## config.mk

```make
export PLATFORM = sky130hd
export DESIGN_NAME = reg_readback
export DESIGN_NICKNAME = d
export VERILOG_FILES = /design/src/rtl/reg_readback.sv
export SDC_FILE = /design/constraint.sdc
export NUM_CORES = 1
export LEC_CHECK = 0
export BUFFER_PORTS_ARGS = -buffer_cell sky130_fd_sc_hd__buf_2
export CAP_MARGIN = 20
export CORE_MARGIN = 10
export CORE_UTILIZATION = 30
export CTS_BUF_LIST = sky130_fd_sc_hd__clkbuf_16
export DETAILED_ROUTE_END_ITERATION = 10
export GPL_TIMING_DRIVEN = 0
export PLACE_DENSITY_LB_ADDON = 0.3
export SYNTH_ARGS = -nofsm -noshare
export SYNTH_HDL_FRONTEND = slang
export SYNTH_SLANG_ARGS = --single-unit
```

## constraint.sdc

```tcl
create_clock -name CLK -period 3.15 [get_ports CLK]
set_clock_uncertainty 0.2 [all_clocks]
set_input_delay 0.4725 -clock CLK [delete_from_list [all_inputs] [get_ports CLK]]
set_output_delay 0.4725 -clock CLK [all_outputs]
set_load 0.01 [all_outputs]
```

## src/rtl/reg_readback.sv

```systemverilog
// Sequential register-bank dump engine: walks addresses 0..NUM_REGS-1 through a
// combinational read port and streams each (address, word) on a valid/ready output.
module reg_readback #(
  parameter int DATA_WIDTH = 8,
  parameter int NUM_REGS   = 8,
  parameter int ADDR_WIDTH = 3
) (
  input  logic                  CLK,
  input  logic                  nRST,
  input  logic                  START,
  input  logic                  ABORT,
  output logic [ADDR_WIDTH-1:0] RD_ADDR,
  input  logic [DATA_WIDTH-1:0] RD_DATA,
  output logic [DATA_WIDTH-1:0] OUT_DATA,
  output logic [ADDR_WIDTH-1:0] OUT_ADDR,
  output logic                  OUT_VALID,
  input  logic                  OUT_READY,
  output logic                  BUSY,
  output logic                  DONE
);

  // state  | meaning
  // IDLE   | waiting for START
  // READ   | RD_ADDR=counter, capture RD_DATA into the output register
  // SEND   | word presented, waiting for OUT_READY
  // FINISH | one-cycle DONE pulse, then back to IDLE
  typedef enum logic [1:0] {
    S_IDLE   = 2'd0,
    S_READ   = 2'd1,
    S_SEND   = 2'd2,
    S_FINISH = 2'd3
  } state_t;

  localparam logic [ADDR_WIDTH-1:0] LAST_ADDR = ADDR_WIDTH'(NUM_REGS - 1);

  state_t                  r_state;
  state_t                  w_state_nxt;
  logic [ADDR_WIDTH-1:0]   r_cnt;
  logic [ADDR_WIDTH-1:0]   w_cnt_nxt;
  logic [DATA_WIDTH-1:0]   r_out_data;
  logic [ADDR_WIDTH-1:0]   r_out_addr;
  logic                    r_out_valid;
  logic                    w_load;
  logic                    w_clr_valid;
  logic                    w_hs;

  assign w_hs = r_out_valid & OUT_READY;

  always_comb begin
    w_state_nxt = r_state;
    w_cnt_nxt   = r_cnt;
    w_load      = 1'b0;
    w_clr_valid = 1'b0;
    // ABORT outranks START and a same-cycle handshake
    if (ABORT) begin
      w_state_nxt = S_IDLE;
      w_cnt_nxt   = '0;
      w_clr_valid = 1'b1;
    end else begin
      case (r_state)
        S_IDLE: begin
          if (START) begin
            w_state_nxt = S_READ;
            w_cnt_nxt   = '0;
          end
        end
        S_READ: begin
          w_load      = 1'b1;
          w_state_nxt = S_SEND;
        end
        S_SEND: begin
          if (w_hs) begin
            w_clr_valid = 1'b1;
            if (r_cnt == LAST_ADDR) begin
              w_state_nxt = S_FINISH;
            end else begin
              w_cnt_nxt   = r_cnt + ADDR_WIDTH'(1);
              w_state_nxt = S_READ;
            end
          end
        end
        S_FINISH: begin
          w_cnt_nxt   = '0;
          w_state_nxt = S_IDLE;
        end
        default: begin
          w_cnt_nxt   = '0;
          w_state_nxt = S_IDLE;
        end
      endcase
    end
  end

  always_ff @(posedge CLK or negedge nRST) begin
    if (!nRST) begin
      r_state <= S_IDLE;
      r_cnt   <= '0;
    end else begin
      r_state <= w_state_nxt;
      r_cnt   <= w_cnt_nxt;
    end
  end

  always_ff @(posedge CLK or negedge nRST) begin
    if (!nRST) begin
      r_out_data  <= '0;
      r_out_addr  <= '0;
      r_out_valid <= 1'b0;
    end else if (w_load) begin
      r_out_data  <= RD_DATA;
      r_out_addr  <= r_cnt;
      r_out_valid <= 1'b1;
    end else if (w_clr_valid) begin
      r_out_valid <= 1'b0;
    end
  end

  assign RD_ADDR   = r_cnt;
  assign OUT_DATA  = r_out_data;
  assign OUT_ADDR  = r_out_addr;
  assign OUT_VALID = r_out_valid;
  assign BUSY      = (r_state != S_IDLE);
  assign DONE      = (r_state == S_FINISH);

endmodule
```

== Yosys cells after proc, flatten, opt, wreduce, memory -nomap -nowiden ==
Cells that the tools add are included.

* Output and inout bits: 17
* Bits in registers: 17
* Word-level logic and storage cells: 37
* Input port bits: 13

* Muxes and demuxes: 17
* Add/sub/neg operators: 1
* Reductions and logical operators: 6
* Eq/ne operators: 7
* Bitwise operators: 1

{| class="wikitable"
|+ Operator list
! operator !! count
|-
| 3-bit two-way mux || 4
|-
| 3-bit inequality test, second input constant || 3
|-
| 3-bit case mux with 3 select lines || 1
|-
| 2-bit two-way mux || 4
|-
| 2-bit case mux with 4 select lines || 1
|-
| 1-bit two-way mux || 7
|-
| 2-bit equality test, second input constant || 2
|-
| 4-bit AND reduction || 1
|-
| 2-bit nonzero test || 2
|-
| 4-bit nonzero test || 1
|-
| 3-bit by 1-bit adder with 3-bit output, second input constant || 1
|-
| 3-bit equality test, second input constant || 1
|-
| 2-bit by 1-bit equality test with 1-bit output, second input constant || 1
|-
| 2-bit zero test || 1
|-
| 2-bit AND reduction || 1
|-
| 1-bit AND || 1
|}

== Longest topological paths before layout ==
Gate-level depths: netlist of run 1.

* Depth in word-level cells: 6
* Gate-level depth with buffers: 5
* Depth with buffers taken out: 5

== Worst setup path before layout of run 1 ==
No wires, ideal clock.

* Kind: flip-flop to flip-flop
* Start: register r_cnt[0], in the netlist RD_ADDR[0]
* End: register r_cnt[2], in the netlist RD_ADDR[2]
* Setup slack: 1616 ps
* Stages on the path, launching flop included: 6
* Setup time: 143 ps
* Required time: 2807 ps
* Buffers on the path: 0
* Arrival time: 1192 ps
* Clock period less this slack: 1534 ps
* Path through: dfrtp_1 ha_1 ha_1 nor2b_1 nand4_1 o221ai_1

* Word-level cells in the longest chain between the ends: 5
* Elaborated cells on any way between the ends: 8
* Classes of those cells: add/sub (1); eq/ne (2); mux (4); reduce/logical (1)

{| class="wikitable"
|+ Ends and longest elaborated chain
! what !! line !! text
|-
| start: declaration || 38 || <nowiki>logic [ADDR_WIDTH-1:0] r_cnt;</nowiki>
|-
| start signal: assignment || 100 || <nowiki>r_cnt <= w_cnt_nxt;</nowiki>
|-
| 3-bit by 1-bit adder with 3-bit output || 77 || <nowiki>w_cnt_nxt = r_cnt + ADDR_WIDTH'(1);</nowiki>
|-
| 3-bit two-way mux || 74 || <nowiki>if (r_cnt == LAST_ADDR) begin</nowiki>
|-
| 3-bit two-way mux || 72 || <nowiki>if (w_hs) begin</nowiki>
|-
| 3-bit case mux with 3 select lines || 60 || <nowiki>case (r_state)</nowiki>
|-
| 3-bit two-way mux || 55 || <nowiki>if (ABORT) begin</nowiki>
|}

Several ways; a longest one is shown, not always the timed one. The select of a mux whose other input is x is not followed.
A chain may end at the register's enable or synchronous reset.

== Worst setup path in the final report of run 1 ==
* Start: register r_state[1]
* End: output port BUSY

* Word-level cells in the longest chain between the ends: 1

{| class="wikitable"
|+ Ends and longest elaborated chain
! what !! line !! text
|-
| start: declaration || 36 || <nowiki>state_t r_state;</nowiki>
|-
| start signal: assignment || 99 || <nowiki>r_state <= w_state_nxt;</nowiki>
|-
| 2-bit nonzero test || 122 || <nowiki>assign BUSY = (r_state != S_IDLE);</nowiki>
|-
| end: declaration || 18 || <nowiki>output logic BUSY,</nowiki>
|}

No other way between the ends.

==> run_results.csv, run 1 <==
group,metric,value,unit
clock_network,post_cts_buffers,0,
synth,yosys.area.top_type,"dfrtp_1",
placed_design,hpwl,1.39,mm
timing,rsz0062_at_grt,"false",
synth,syn_inst,63,
synth,synth-seq-cells,17,
synth,seq_area_frac_synth,54.5,%
detailed_routing,drt-total-wl,1.77,mm
run_status,outcome,"finished, final reports clean",
flow_run,drv_cap,0,
global_route,grt_pass1_vias,692,
timing,tightest_slew,376,ps
clock_network,insertion_delay,240,ps
worst_setup_path,rrSetupSlack,1510,ps
synth,synthFlopType,"dfrtp_1",
worst_setup_path,crit_buf_inv,3,
layout,drive_above_1_share,47.4,%
floorplan,rows,18,
placed_design,pre_cts_ws,1360,ps
global_route,grt_overflow,0,
clock_network,cts_sinks,17,
global_route,grt_antenna_before_repair,0,
clock_network,cts_tree,"yes",
timing,fin_crit_sh,53.2,%
synth,netlist-cell-type-count,19,
detailed_routing,dr.pass1.iters,4,
worst_setup_path,end_kind,"primary output",
timing,min_period,1680,ps
floorplan,die_h,71.0,microns
placed_design,port_buffers,29,
detailed_routing,met3WireLength,198,microns
floorplan,dieWidth,71.0,microns
global_route,grt_pass1_wl,3.04,mm
detailed_routing,post_drt_via_cell_ratio,4.76,
synth,synth_area,781,sq um
detailed_routing,top_layer_used,"met4",
placed_design,place.gp.congestion,0.812,
synth,synth-async-reset-ratio,100,%
detailed_routing,drtIter0Drc,13,
layout,diodes,0,
clock_network,clk_pin_slew,50,ps
worst_setup_path,worstPathCellList,"buf_6 > inv_1 > nand2_1 > buf_2",
worst_setup_path,cp-start-kind,"register",
worst_setup_path,critPathKind,"register to primary output",
worst_setup_path,crit_family,"flip-flops",
power_and_ir_drop,p_per_area,608,nW/um^2
synth,yosysWarnings,0,
timing,maxSlewHeadroom,74.9,%
worst_setup_path,required,2480,ps
power_and_ir_drop,p_leak,0.528,nW
detailed_routing,met1Wirelength,797,microns
worst_setup_path,cp_slowest_cell,"dfrtp_1",
power_and_ir_drop,peakVddDrop,406,uV
synth,synthTopCellsByCount,"17 x dfrtp_1, 11 x mux2_2, 5 x inv_1, 5 x nand2_1",
timing,layout_setup_ws,1470,ps
synth,yosysMostFrequentCell,"dfrtp_1",
global_route,grt_max_degree,18,
timing,slew_violations,0,
clock_network,cts_max_path_buffers,2,
clock_network,cts-root-buf,"clkbuf_16",
placed_design,dp_cells,122,
floorplan,die_area,5040,sq um
hold_path,hold_class,"primary input to register",
timing,max_freq,597,MHz
synth,synth-edff-count,0,
synth,synth_top_area_share,54.5,%
floorplan,ios,30,
timing,holdWs,254,ps
clock_network,htree_levels,1,
worst_setup_path,critPathMaxFanout,9,
layout,stdcell_count,127,
floorplan,initial_utilization,31.5,%
layout,area_delta_synth_final,34.8,%
synth,syn_area_per_cell,12.4,sq um
global_route,track_usage,7.31,%
timing,setup_viol,0,
synth,synth_fp_nets,78,
worst_setup_path,slowest_delay,360,ps
timing,hold_viol_final,0,
synth,synth_area_leaders,"dfrtp_1 54%, mux2_2 16%, o221ai_1 3.4%, ha_1 3.2%, buf_6 2.9%",
detailed_routing,remaining_drc_errors,0,
floorplan,fp.coreArea,2480,sq um
timing,tns,0,ps
detailed_routing,wl_met2,759,microns
layout,utilization,42.5,%
layout,layout.nets,113,
detailed_routing,via_count,605,
detailed_routing,wl_per_cell,13.9,microns
worst_setup_path,arrival,1000,ps
clock_network,numCtsBuffers,3,
detailed_routing,postRouteAntennaNets,0,
through the flow:
stage,area [sq um],power (mW)
6_report,1050,0.640
5_1_grt,1050,0.683
4_1_cts,1050,0.653
3_5_place_dp,963,0.401
3_3_place_gp,963,0.396
2_1_floorplan,781,0.341
where the power goes:
group          total (mW)  leakage (nW)  internal [mW]  switching, mW
Clock               0.245        0.0423          0.168         0.0768
Sequential          0.272         0.219          0.254         0.0177
Combinational       0.123         0.266         0.0633         0.0599
Total               0.640         0.528          0.485          0.154
final timing paths:
check	end	depth (start not counted)	start
max	BUSY	4	r_state[1]
min	OUT_VALID	2	ABORT
max reg2reg	RD_ADDR[2]	5	RD_ADDR[0]
min reg2reg	OUT_DATA[6]	1	OUT_DATA[6]
max in group asynchronous	RD_ADDR[0]	2	nRST
min in group asynchronous	OUT_VALID	2	nRST
per-layer routing:
metal	GRT usage, %	vias to the layer above
li1	-	291
met4	4.52	0
met1	8.41	287
met5	0	-
met3	4.04	2
met2	10.3	25
state kept, by name, indices dropped and copies added (netlist names):
| name | cells |
|---|---|
| OUT_DATA | 8 |
| OUT_ADDR | 3 |
| RD_ADDR | 3 |
| r_state | 2 |
| OUT_VALID | 1 |
final cells by class:
type / count / area [sq um]
flip-flops and latches: 17 / 425
plain buffers: 2 / 22.5
clock buffers: 3 / 75.1
multi-input cells: 39 / 314
inverters: 5 / 18.8
repair buffers: 30 / 155
clock inverters: 1 / 3.75
well taps: 30 / 37.5
fillers: 262 / 1430
cell families after synthesis:
logic type      after synthesis  share of synthesized area (%)
compound gates                8                           7.85
flops                        17                           54.5
buf+inv                       7                           5.29
simple gates                 18                           13.3
mux                          11                           15.9
fa+ha+maj                     2                           3.20
cells in the final DEF, fill, tap and decap left out, types with 3 or more instances in the layout:
cell type / Yosys / routed
nand2_1: 5 / 5
nor2b_1: 3 / 3
buf_2: 0 / 29
clkbuf_16: 0 / 3
nor2_1: 3 / 3
dfrtp_1: 17 / 17
o221ai_1: 3 / 3
inv_1: 5 / 6
mux2_2: 11 / 11
nand4_1: 3 / 3
repair_timing:
action                    in CTS  in global routing
hold buffers                   1                  0
hold endpoints to repair      17                  0
gates resized for setup        0                  0
No activity file was read; power rests on OpenSTA's default activity.
==> run 2, diff against run 1 <==
==> constraint.sdc (replaced) <==
create_clock -name CLK -period 1.6 [get_ports CLK]
set_clock_uncertainty 0.2 [all_clocks]
set_input_delay 0.24 -clock CLK [delete_from_list [all_inputs] [get_ports CLK]]
set_output_delay 0.24 -clock CLK [all_outputs]
set_load 0.01 [all_outputs]
==> run_results.csv, run 2 (same netlist as run 1, synthesis figures left out) <==
group,metric,value,unit
clock_network,htree_levels,1,
floorplan,die_h,71.0,microns
layout,largest_reg_flops,8,
global_route,grt_overflow,0,
worst_setup_path,startpoint,"r_state[1]",
worst_setup_path,crit_family,"flip-flops",
run_status,outcome,"finished, final reports clean",
layout,diodes,0,
power_and_ir_drop,internal_power,1.00,mW
floorplan,rows,18,
power_and_ir_drop,clkPwrFrac,36.9,%
detailed_routing,wl_met2,837,microns
detailed_routing,drt-total-wl,1.97,mm
clock_network,cts_sinks,17,
power_and_ir_drop,peakVddDrop,805,uV
worst_setup_path,rrSetupSlack,40,ps
clock_network,numCtsBuffers,3,
placed_design,port_buffers,29,
worst_setup_path,worstSetupEndpoint,"OUT_DATA[2]",
detailed_routing,wl_per_cell,14.8,microns
worst_setup_path,end_kind,"register",
timing,tightest_slew,377,ps
timing,slew_violations,0,
power_and_ir_drop,power.switching,0.320,mW
power_and_ir_drop,pwr-share-comb,22.3,%
clock_network,cts_max_path_buffers,2,
worst_setup_path,crit_buf_inv,2,
global_route,grt_antenna_before_repair,0,
timing,tns,0,ps
floorplan,fp.coreArea,2480,sq um
layout,final_cell_mix,"29 x buf_2, 16 x dfrtp_1, 11 x mux2_4",
worst_setup_path,cp-start-kind,"register",
timing,rsz0062_at_grt,"true",
detailed_routing,via_count,639,
worst_setup_path,reg2reg_to,"OUT_DATA[2]",
layout,layout.nets,119,
clock_network,cts-root-buf,"clkbuf_16",
worst_setup_path,arrival,1490,ps
clock_network,insertion_delay,250,ps
detailed_routing,remaining_drc_errors,0,
detailed_routing,post_drt_via_cell_ratio,4.80,
timing,holdWs,19.1,ps
timing,fin_crit_sh,97.3,%
worst_setup_path,critPathMaxFanout,5,
power_and_ir_drop,p_leak,0.582,nW
flow_run,drv_cap,0,
power_and_ir_drop,p_per_area,1130,nW/um^2
timing,maxSlewHeadroom,74.9,%
worst_setup_path,cp_num_cells,4,
timing,max_freq,643,MHz
worst_setup_path,reg2regPathDepth,4,
detailed_routing,postRouteAntennaNets,0,
placed_design,hpwl,1.39,mm
layout,area_delta_synth_final,49.2,%
hold_path,hold_class,"primary input to register",
global_route,grt_pass1_vias,703,
placed_design,place.gp.congestion,0.812,
timing,min_period,1560,ps
detailed_routing,dr.pass1.iters,4,
layout,multi_input_area,373,sq um
layout,seq_area,427,sq um
layout,final_common_cell,"buf_2",
layout,drive_above_1_share,55.3,%
worst_setup_path,critPathKind,"register to register",
global_route,track_usage,7.51,%
detailed_routing,top_layer_used,"met4",
worst_setup_path,cp_slowest_cell,"dfrtp_1",
floorplan,ios,30,
worst_setup_path,slowest_delay,360,ps
power_and_ir_drop,p_seq_share,40.7,%
detailed_routing,drtIter0Drc,12,
layout,final_area,1160,sq um
placed_design,pre_cts_ws,-48.8,ps
worst_setup_path,worstPathCellList,"buf_6 > nor3b_4 > buf_6 > mux2_4",
global_route,grt_pass1_wl,3.12,mm
placed_design,place_area,963,sq um
floorplan,initial_utilization,31.5,%
floorplan,die_area,5040,sq um
power_and_ir_drop,p_sw_share,24.2,%
timing,hold_viol_final,0,
worst_setup_path,required,1530,ps
clock_network,cts_tree,"yes",
floorplan,dieWidth,71.0,microns
layout,n_fill_cell,254,
clock_network,clk_pin_slew,50,ps
detailed_routing,met3WireLength,190,microns
worst_setup_path,regToRegStartpoint,"r_state[1]",
worst_setup_path,crit_top_cell,"buf_6",
timing,layout_setup_ws,43.9,ps
timing,setup_viol,0,
detailed_routing,met1Wirelength,908,microns
layout,utilization,47.0,%
global_route,grt_max_degree,18,
-- run 2: changes by cell type in the layout (fill, tap and decap cells not counted), moves of 2 or more --
cell,change
buf_4,+4
mux2_2,-11
mux2_4,+11
ha_1,-2
buf_6,+2
-- run 2: per-layer routing --
metal | vias up | track usage [%]
met1 | 307 | 8.81
met3 | 4 | 4.04
met2 | 27 | 10.5
met5 | - | 0
li1 | 301 | -
met4 | 0 | 4.52
-- run 2: final cells by class --
cell class | count | area share [%]
flip-flops and latches | 17 | 36.6
multi-input cells | 39 | 32.0
repair buffers | 36 | 17.8
clock buffers | 3 | 6.44
well taps | 30 | 3.22
plain buffers | 2 | 1.93
inverters | 5 | 1.61
clock inverters | 1 | 0.322
-- run 2: worst min path at each step --
| stage | cells past startpoint | from | end | slack, ps |
|---|---|---|---|---|
| 4_1_cts | 2 | ABORT | OUT_VALID | 20 |
| 2_1_floorplan | 0 | nRST | OUT_ADDR[0] | -260 |
| 5_1_grt | 2 | ABORT | OUT_VALID | 20 |
| 6_report | 2 | ABORT | OUT_VALID | 20 |
| 3_3_place_gp | 1 | nRST | OUT_VALID | -20 |
| 3_5_place_dp | 1 | nRST | OUT_VALID | -20 |
-- run 2: power by group through the flow --
| stage | Clock [mW] | Combinational (mW) | Sequential, mW |
|---|---|---|---|
| 2_1_floorplan | 0 | 0.0987 | 0.572 |
| 3_3_place_gp | 0 | 0.243 | 0.536 |
| 3_5_place_dp | 0 | 0.248 | 0.540 |
| 4_1_cts | 0.499 | 0.252 | 0.536 |
| 5_1_grt | 0.527 | 0.320 | 0.550 |
| 6_report | 0.488 | 0.295 | 0.538 |
-- run 2: worst reg2reg max path: stages (launching register included) --
cell and delay, ps:
dfrtp_1 360, buf_6 130, nor3b_4 270, buf_6 180, mux2_4 300
-- run 2: what timing repair did --
item                                    4_1_cts  5_1_grt
gates cloned                                  0        1
pin swaps                                     1        3
hold endpoints to repair                     17        0
hold buffers                                  1        0
endpoints found under the setup margin       10       12
buffers inserted                              2        3
gates resized for setup                       1       18
-- run 2: per-stage QoR --
| stage | std cells | power [mW] |
|---|---|---|
| after floorplan | 63 | 0.671 |
| after global placement | 122 | 0.779 |
| after detailed placement | 122 | 0.789 |
| after CTS | 129 | 1.29 |
| after global routing | 133 | 1.40 |
| final | 133 | 1.32 |
